===== config.mk =====
export PLATFORM = sky130hd
export DESIGN_NAME = hazard_stall_ctrl
export DESIGN_NICKNAME = d
export VERILOG_FILES = /design/src/rtl/mips_pkg.sv /design/src/rtl/src_decode.sv /design/src/rtl/hazard_stall_ctrl.sv
export SDC_FILE = /design/constraint.sdc
export NUM_CORES = 1
export LEC_CHECK = 0
export CORE_ASPECT_RATIO = 0.8
export CORE_MARGIN = 2
export CORE_UTILIZATION = 37
export CTS_BUF_LIST = sky130_fd_sc_hd__clkbuf_8 sky130_fd_sc_hd__clkbuf_16
export CTS_CLUSTER_SIZE = 28
export DETAILED_ROUTE_END_ITERATION = 7
export HOLD_SLACK_MARGIN = 0.12
export PLACE_DENSITY = 0.72
export SYNTH_ARGS = -nofsm -noshare
export SYNTH_HDL_FRONTEND = slang
export SYNTH_SLANG_ARGS = --single-unit

===== constraint.sdc =====
create_clock -name clk -period 5.21 [get_ports clk]
set_input_delay 0.7815 -clock clk [delete_from_list [all_inputs] [get_ports clk]]
set_output_delay 0.7815 -clock clk [all_outputs]
set_load 0.005 [all_outputs]

===== src/rtl/mips_pkg.sv =====
// Shared MIPS pipeline definitions: opcode/funct encodings, architectural
// register numbers and the stall controller state type.
package mips_pkg;

  localparam logic [5:0] OP_RTYPE = 6'b000000;
  localparam logic [5:0] OP_J     = 6'b000010;
  localparam logic [5:0] OP_JAL   = 6'b000011;
  localparam logic [5:0] OP_BEQ   = 6'b000100;
  localparam logic [5:0] OP_BNE   = 6'b000101;
  localparam logic [5:0] OP_LUI   = 6'b001111;
  localparam logic [5:0] OP_SW    = 6'b101011;
  localparam logic [5:0] FUNCT_JR = 6'b001000;

  localparam logic [4:0] REG_ZERO = 5'd0;
  localparam logic [4:0] REG_RA   = 5'd31;

  typedef enum logic {
    IDLE  = 1'b0,
    STALL = 1'b1
  } stall_state_t;

endpackage


===== src/rtl/src_decode.sv =====
// Source-operand decode for the instruction in RF/ID: which register fields
// are actually read, and whether the instruction resolves in RF (branch/jr).
// Shared between the stall controller and the forwarding units.
module src_decode
  import mips_pkg::*;
(
  input  logic [31:0] instr,
  output logic [4:0]  rs,
  output logic [4:0]  rt,
  output logic        uses_rs,
  output logic        uses_rt,
  output logic        is_branch
);

  logic [5:0] op;
  logic [5:0] funct;
  logic       is_jr;
  logic       unused_imm;

  assign op    = instr[31:26];
  assign rs    = instr[25:21];
  assign rt    = instr[20:16];
  assign funct = instr[5:0];

  // rd/shamt/immediate bits never name a source register.
  assign unused_imm = ^instr[15:6];

  assign is_jr = (op == OP_RTYPE) && (funct == FUNCT_JR);

  // Jumps and lui carry no rs operand; everything else reads rs.
  assign uses_rs = !((op == OP_J) || (op == OP_JAL) || (op == OP_LUI));

  // rt is a source only for R-type ALU ops, compare-branches and stores.
  assign uses_rt = ((op == OP_RTYPE) && !is_jr) ||
                   (op == OP_BEQ) || (op == OP_BNE) || (op == OP_SW);

  assign is_branch = (op == OP_BEQ) || (op == OP_BNE) || is_jr;

endmodule


===== src/rtl/hazard_stall_ctrl.sv =====
// RF-stage interlock: stalls PC and IF/ID and bubbles ID/EX whenever an
// operand the RF instruction needs cannot be forwarded in time, and keeps a
// saturating count of stalled cycles.
module hazard_stall_ctrl
  import mips_pkg::*;
#(
  parameter int         CNT_W   = 16,
  parameter logic [4:0] RA_ADDR = REG_RA
) (
  input  logic             clk,
  input  logic             rst,
  input  logic [31:0]      RF_Instruction,
  input  logic             EX_RegWr,
  input  logic             EX_MemRead,
  input  logic [4:0]       EX_RegDstAddr,
  input  logic             MEM_RegWr,
  input  logic             MEM_MemRead,
  input  logic [4:0]       MEM_RegDstAddr,
  output logic             PC_Stall,
  output logic             IF_ID_Stall,
  output logic             ID_EX_Bubble,
  output logic             Stall_Active,
  output logic [CNT_W-1:0] Stall_Count
);

  // jr waits on the link register through its ordinary rs path; a link
  // register of $0 would make that hazard invisible, since $0 never matches.
  if (RA_ADDR == REG_ZERO) begin : g_bad_ra
    $error("hazard_stall_ctrl: RA_ADDR must not be register zero");
  end

  stall_state_t state;
  logic [1:0]   remaining;

  logic [4:0] rs;
  logic [4:0] rt;
  logic       uses_rs;
  logic       uses_rt;
  logic       is_branch;

  logic ex_hit;
  logic mem_hit;
  logic need_two;
  logic need_one;
  logic stall;

  src_decode u_src_decode (
    .instr     (RF_Instruction),
    .rs        (rs),
    .rt        (rt),
    .uses_rs   (uses_rs),
    .uses_rt   (uses_rt),
    .is_branch (is_branch)
  );

  // Classify the RF instruction's dependence on EX/MEM results into the
  // number of stall cycles needed before forwarding can cover it.
  // NOTE: every signal assigned here gets a default first so no path can
  // leave it unassigned and infer a latch.
  always_comb begin
    ex_hit   = 1'b0;
    mem_hit  = 1'b0;
    need_two = 1'b0;
    need_one = 1'b0;

    if (uses_rs && (rs != REG_ZERO)) begin
      ex_hit  = ex_hit  | (EX_RegDstAddr  == rs);
      mem_hit = mem_hit | (MEM_RegDstAddr == rs);
    end
    if (uses_rt && (rt != REG_ZERO)) begin
      ex_hit  = ex_hit  | (EX_RegDstAddr  == rt);
      mem_hit = mem_hit | (MEM_RegDstAddr == rt);
    end

    if (is_branch) begin
      // Compare/jr happens in RF, so even an ALU result in EX is one cycle late.
      need_two = ex_hit && EX_RegWr && EX_MemRead;
      need_one = (ex_hit  && EX_RegWr  && !EX_MemRead) ||
                 (mem_hit && MEM_RegWr && MEM_MemRead);
    end else begin
      // ALU consumers only wait on load-use; ALU->ALU forwards from MEM.
      need_one = ex_hit && EX_RegWr && EX_MemRead;
    end
  end

  // In STALL the hazard inputs are ignored: EX already holds the bubble.
  assign stall = (state == STALL) || need_two || need_one;

  assign PC_Stall     = stall;
  assign IF_ID_Stall  = stall;
  assign ID_EX_Bubble = stall;
  assign Stall_Active = (state == STALL);

  // Stall FSM: single-cycle stalls are handled combinationally in IDLE; only
  // the extra cycles of a load-to-branch hazard are tracked in STALL.
  // NOTE: state registers use non-blocking assignments so every flop samples
  // pre-edge values regardless of block ordering.
  always_ff @(posedge clk) begin
    if (rst) begin
      state     <= IDLE;
      remaining <= 2'd0;
    end else begin
      case (state)
        IDLE: begin
          if (need_two) begin
            state     <= STALL;
            remaining <= 2'd1;
          end
        end
        STALL: begin
          if (remaining <= 2'd1) begin
            state     <= IDLE;
            remaining <= 2'd0;
          end else begin
            remaining <= remaining - 2'd1;
          end
        end
        default: begin
          state     <= IDLE;
          remaining <= 2'd0;
        end
      endcase
    end
  end

  // Performance counter: one tick per stalled cycle, pinned at all-ones.
  always_ff @(posedge clk) begin
    if (rst) begin
      Stall_Count <= '0;
    end else if (stall && (Stall_Count != {CNT_W{1'b1}})) begin
      Stall_Count <= Stall_Count + 1'b1;
    end
  end

endmodule

==> impl_metrics.json <==
{
  "layout_common_cells": "clkdlybuf4s50_1, dfxtp_1, nor2_1, xor2_1, nor2b_1",
  "seq_area_um2": 380,
  "cp_max_fo": 4,
  "clock_path_buffers": 2,
  "dieWidth_um": 75.5,
  "antenna_found_initial": 0,
  "run_status": "completed",
  "yosysWarnings": 0,
  "port_buffers": 57,
  "grt_pass1_vias": 1221,
  "hp-class": "reg2reg",
  "route.detailed.drc": 0,
  "die_area_mm2": 0.00462,
  "crit_required_ns": 4.43,
  "core-area_mm2": 0.00385,
  "io_pins": 68,
  "synth_cells": 174,
  "worstPathArrival_ns": 3.22,
  "multi_input_area_mm2": 0.00106,
  "period_share": 0.768,
  "fin_skew_ns": 0.00993,
  "htree_levels": 1,
  "route.vias.total": 1432,
  "syn_to_final_growth_pct": 42.2,
  "cap_violations": 0,
  "synth-edff-count": 0,
  "min_period_ns": 4.00,
  "finalSetupViolations": 0,
  "clock_latency_ns": 0.26,
  "timing.final.ws_setup_ns": 1.21,
  "grt_usage": 0.160,
  "drt_iter0_drc": 95,
  "drt-pass1-iter-count": 4,
  "fp-row-count": 20,
  "avgSynthCellArea_um2": 8.69,
  "start_util": 0.392,
  "tns_ns": 0,
  "via_per_inst": 5.08,
  "cp-start-kind": "primary input",
  "power_w": 0.000309,
  "n_antenna_cell": 0,
  "clock.fmax_ghz": 0.250,
  "post_cts_resized": 0,
  "pre_cts_ws_ns": 1.19,
  "postRouteAntennaNets": 0,
  "end_kind": "output port",
  "power_density_mw_per_mm2": 144,
  "wl_per_cell_um": 12.2,
  "slew_headroom": 0.377,
  "die_y_um": 61.2,
  "cts_setup_buffers": 0,
  "cts_tree": "yes",
  "layout.nets": 277,
  "drive_gt1_frac": 0.101,
  "netlist_area_mm2": 0.00151,
  "p_leak_nw": 0.714,
  "ys_ff_latch": 19,
  "grt_max_degree": 28,
  "tightest_slew_ns": 0.931,
  "nFillCells": 370,
  "grt_pass1_wl_mm": 5.70,
  "worst-setup-path-type": "in2out",
  "rsz0062_at_grt": "false",
  "yosysUniqueCellTypes": 47,
  "ys_seq_area_frac": 0.252,
  "gp_congestion": 0.831,
  "cts_hold_buf": 0,
  "cts_sinks": 19,
  "final_common_cell": "clkdlybuf4s50_1",
  "async_reset_ff_frac": 0,
  "max-vdd-ir-drop_v": 0.0000874,
  "routed_wl_mm": 3.43,
  "drv_slew": 0,
  "numCtsBuffers": 3,
  "root_buffer": "clkbuf_8",
  "hold_slack_ns": 0.498,
  "final_util": 0.558,
  "clk_pin_slew_ns": 0.06,
  "syn_nets": 223,
  "hold_viol": 0,
  "place_hpwl_mm": 2.78,
  "overflow": 0,
  "synth-main-ff-cell": "dfxtp_1"
}
synth_stat cells, types with 2 or more instances:
cell type	instances	area (um2)
nor2_1	18	67.6
nor4_1	5	31.3
nand4_1	4	25.0
nor3_2	4	40.0
or3b_1	2	17.5
or3_1	2	12.5
nand3_1	10	50.1
buf_2	2	10.0
o21ai_0	3	15.0
nor4b_1	3	26.3
mux2_4	3	45.0
inv_1	3	11.3
or4_1	5	37.5
nor3b_2	2	25.0
dfxtp_1	19	380
mux2_1	4	45.0
buf_4	3	22.5
nand2_1	8	30.0
a31oi_1	2	12.5
a21oi_1	7	35.0
and3_1	6	37.5
nor2b_1	11	68.8
xor2_1	12	105
xnor2_1	8	70.1
o31ai_1	4	30.0
clkbuf_1	3	11.3
cell type report:
type                            instances  area share
Multi-Input combinational cell        143       0.495
Timing Repair Buffer                   58       0.269
Sequential cell                        19       0.177
Tap cell                               55      0.0320
Clock buffer                            3      0.0192
Inverter                                3     0.00524
Clock inverter                          1     0.00233
cells by family after synthesis:
family	after synthesis	synth area share
compound gates	28	0.158
xor+xnor	20	0.116
fa+ha+maj	1	0.00828
buf+inv	12	0.0439
flops	19	0.252
mux	8	0.0670
simple gates	86	0.355
critical path, stage by stage:
cell             delay [ns]
clkdlybuf4s50_1        0.51
or3b_1                 0.35
a211oi_1               0.30
nor4_1                 0.17
a31o_1                 0.25
o32ai_4                0.26
inv_1                  0.13
clkdlybuf4s50_1        0.46
flip-flops by register name (all words and copies together) (netlist names):
signal        count
Stall_Active      1
Stall_Count      16
remaining         2
routing by layer:
metal	track usage	part of all wire	vias to the layer above	wire length (um)
met2	0.242	0.45	39	1530
met4	0.0226	0.0058	0	20
met5	0	0	-	0
li1	-	-	747	-
met1	0.234	0.50	644	1700
met3	0.0426	0.052	2	180
power breakdown:
part	leakage, nW	switching (W)	internal (W)
Combinational	0.536	0.0000244	0.0000373
Sequential	0.153	0.0000000214	0.000145
Clock	0.0255	0.0000492	0.0000532
Total	0.714	0.0000736	0.000236
final timing paths:
path,from,end,slack [ns],depth (start not counted)
worst min-delay path,remaining[1],remaining[1],0.50,1
worst min register to register,remaining[1],remaining[1],0.50,1
worst max register to register,Stall_Count[3],Stall_Count[5],2.89,6
worst max-delay path,RF_Instruction[27],PC_Stall,1.21,8
through the flow:
stage | instances | instance area, um2
global placement | 278 | 2100
floorplan | 174 | 1510
CTS | 282 | 2150
finish | 282 | 2150
global route | 282 | 2150
detailed placement | 278 | 2100
Note: power is estimated with default switching activity, not from simulation.
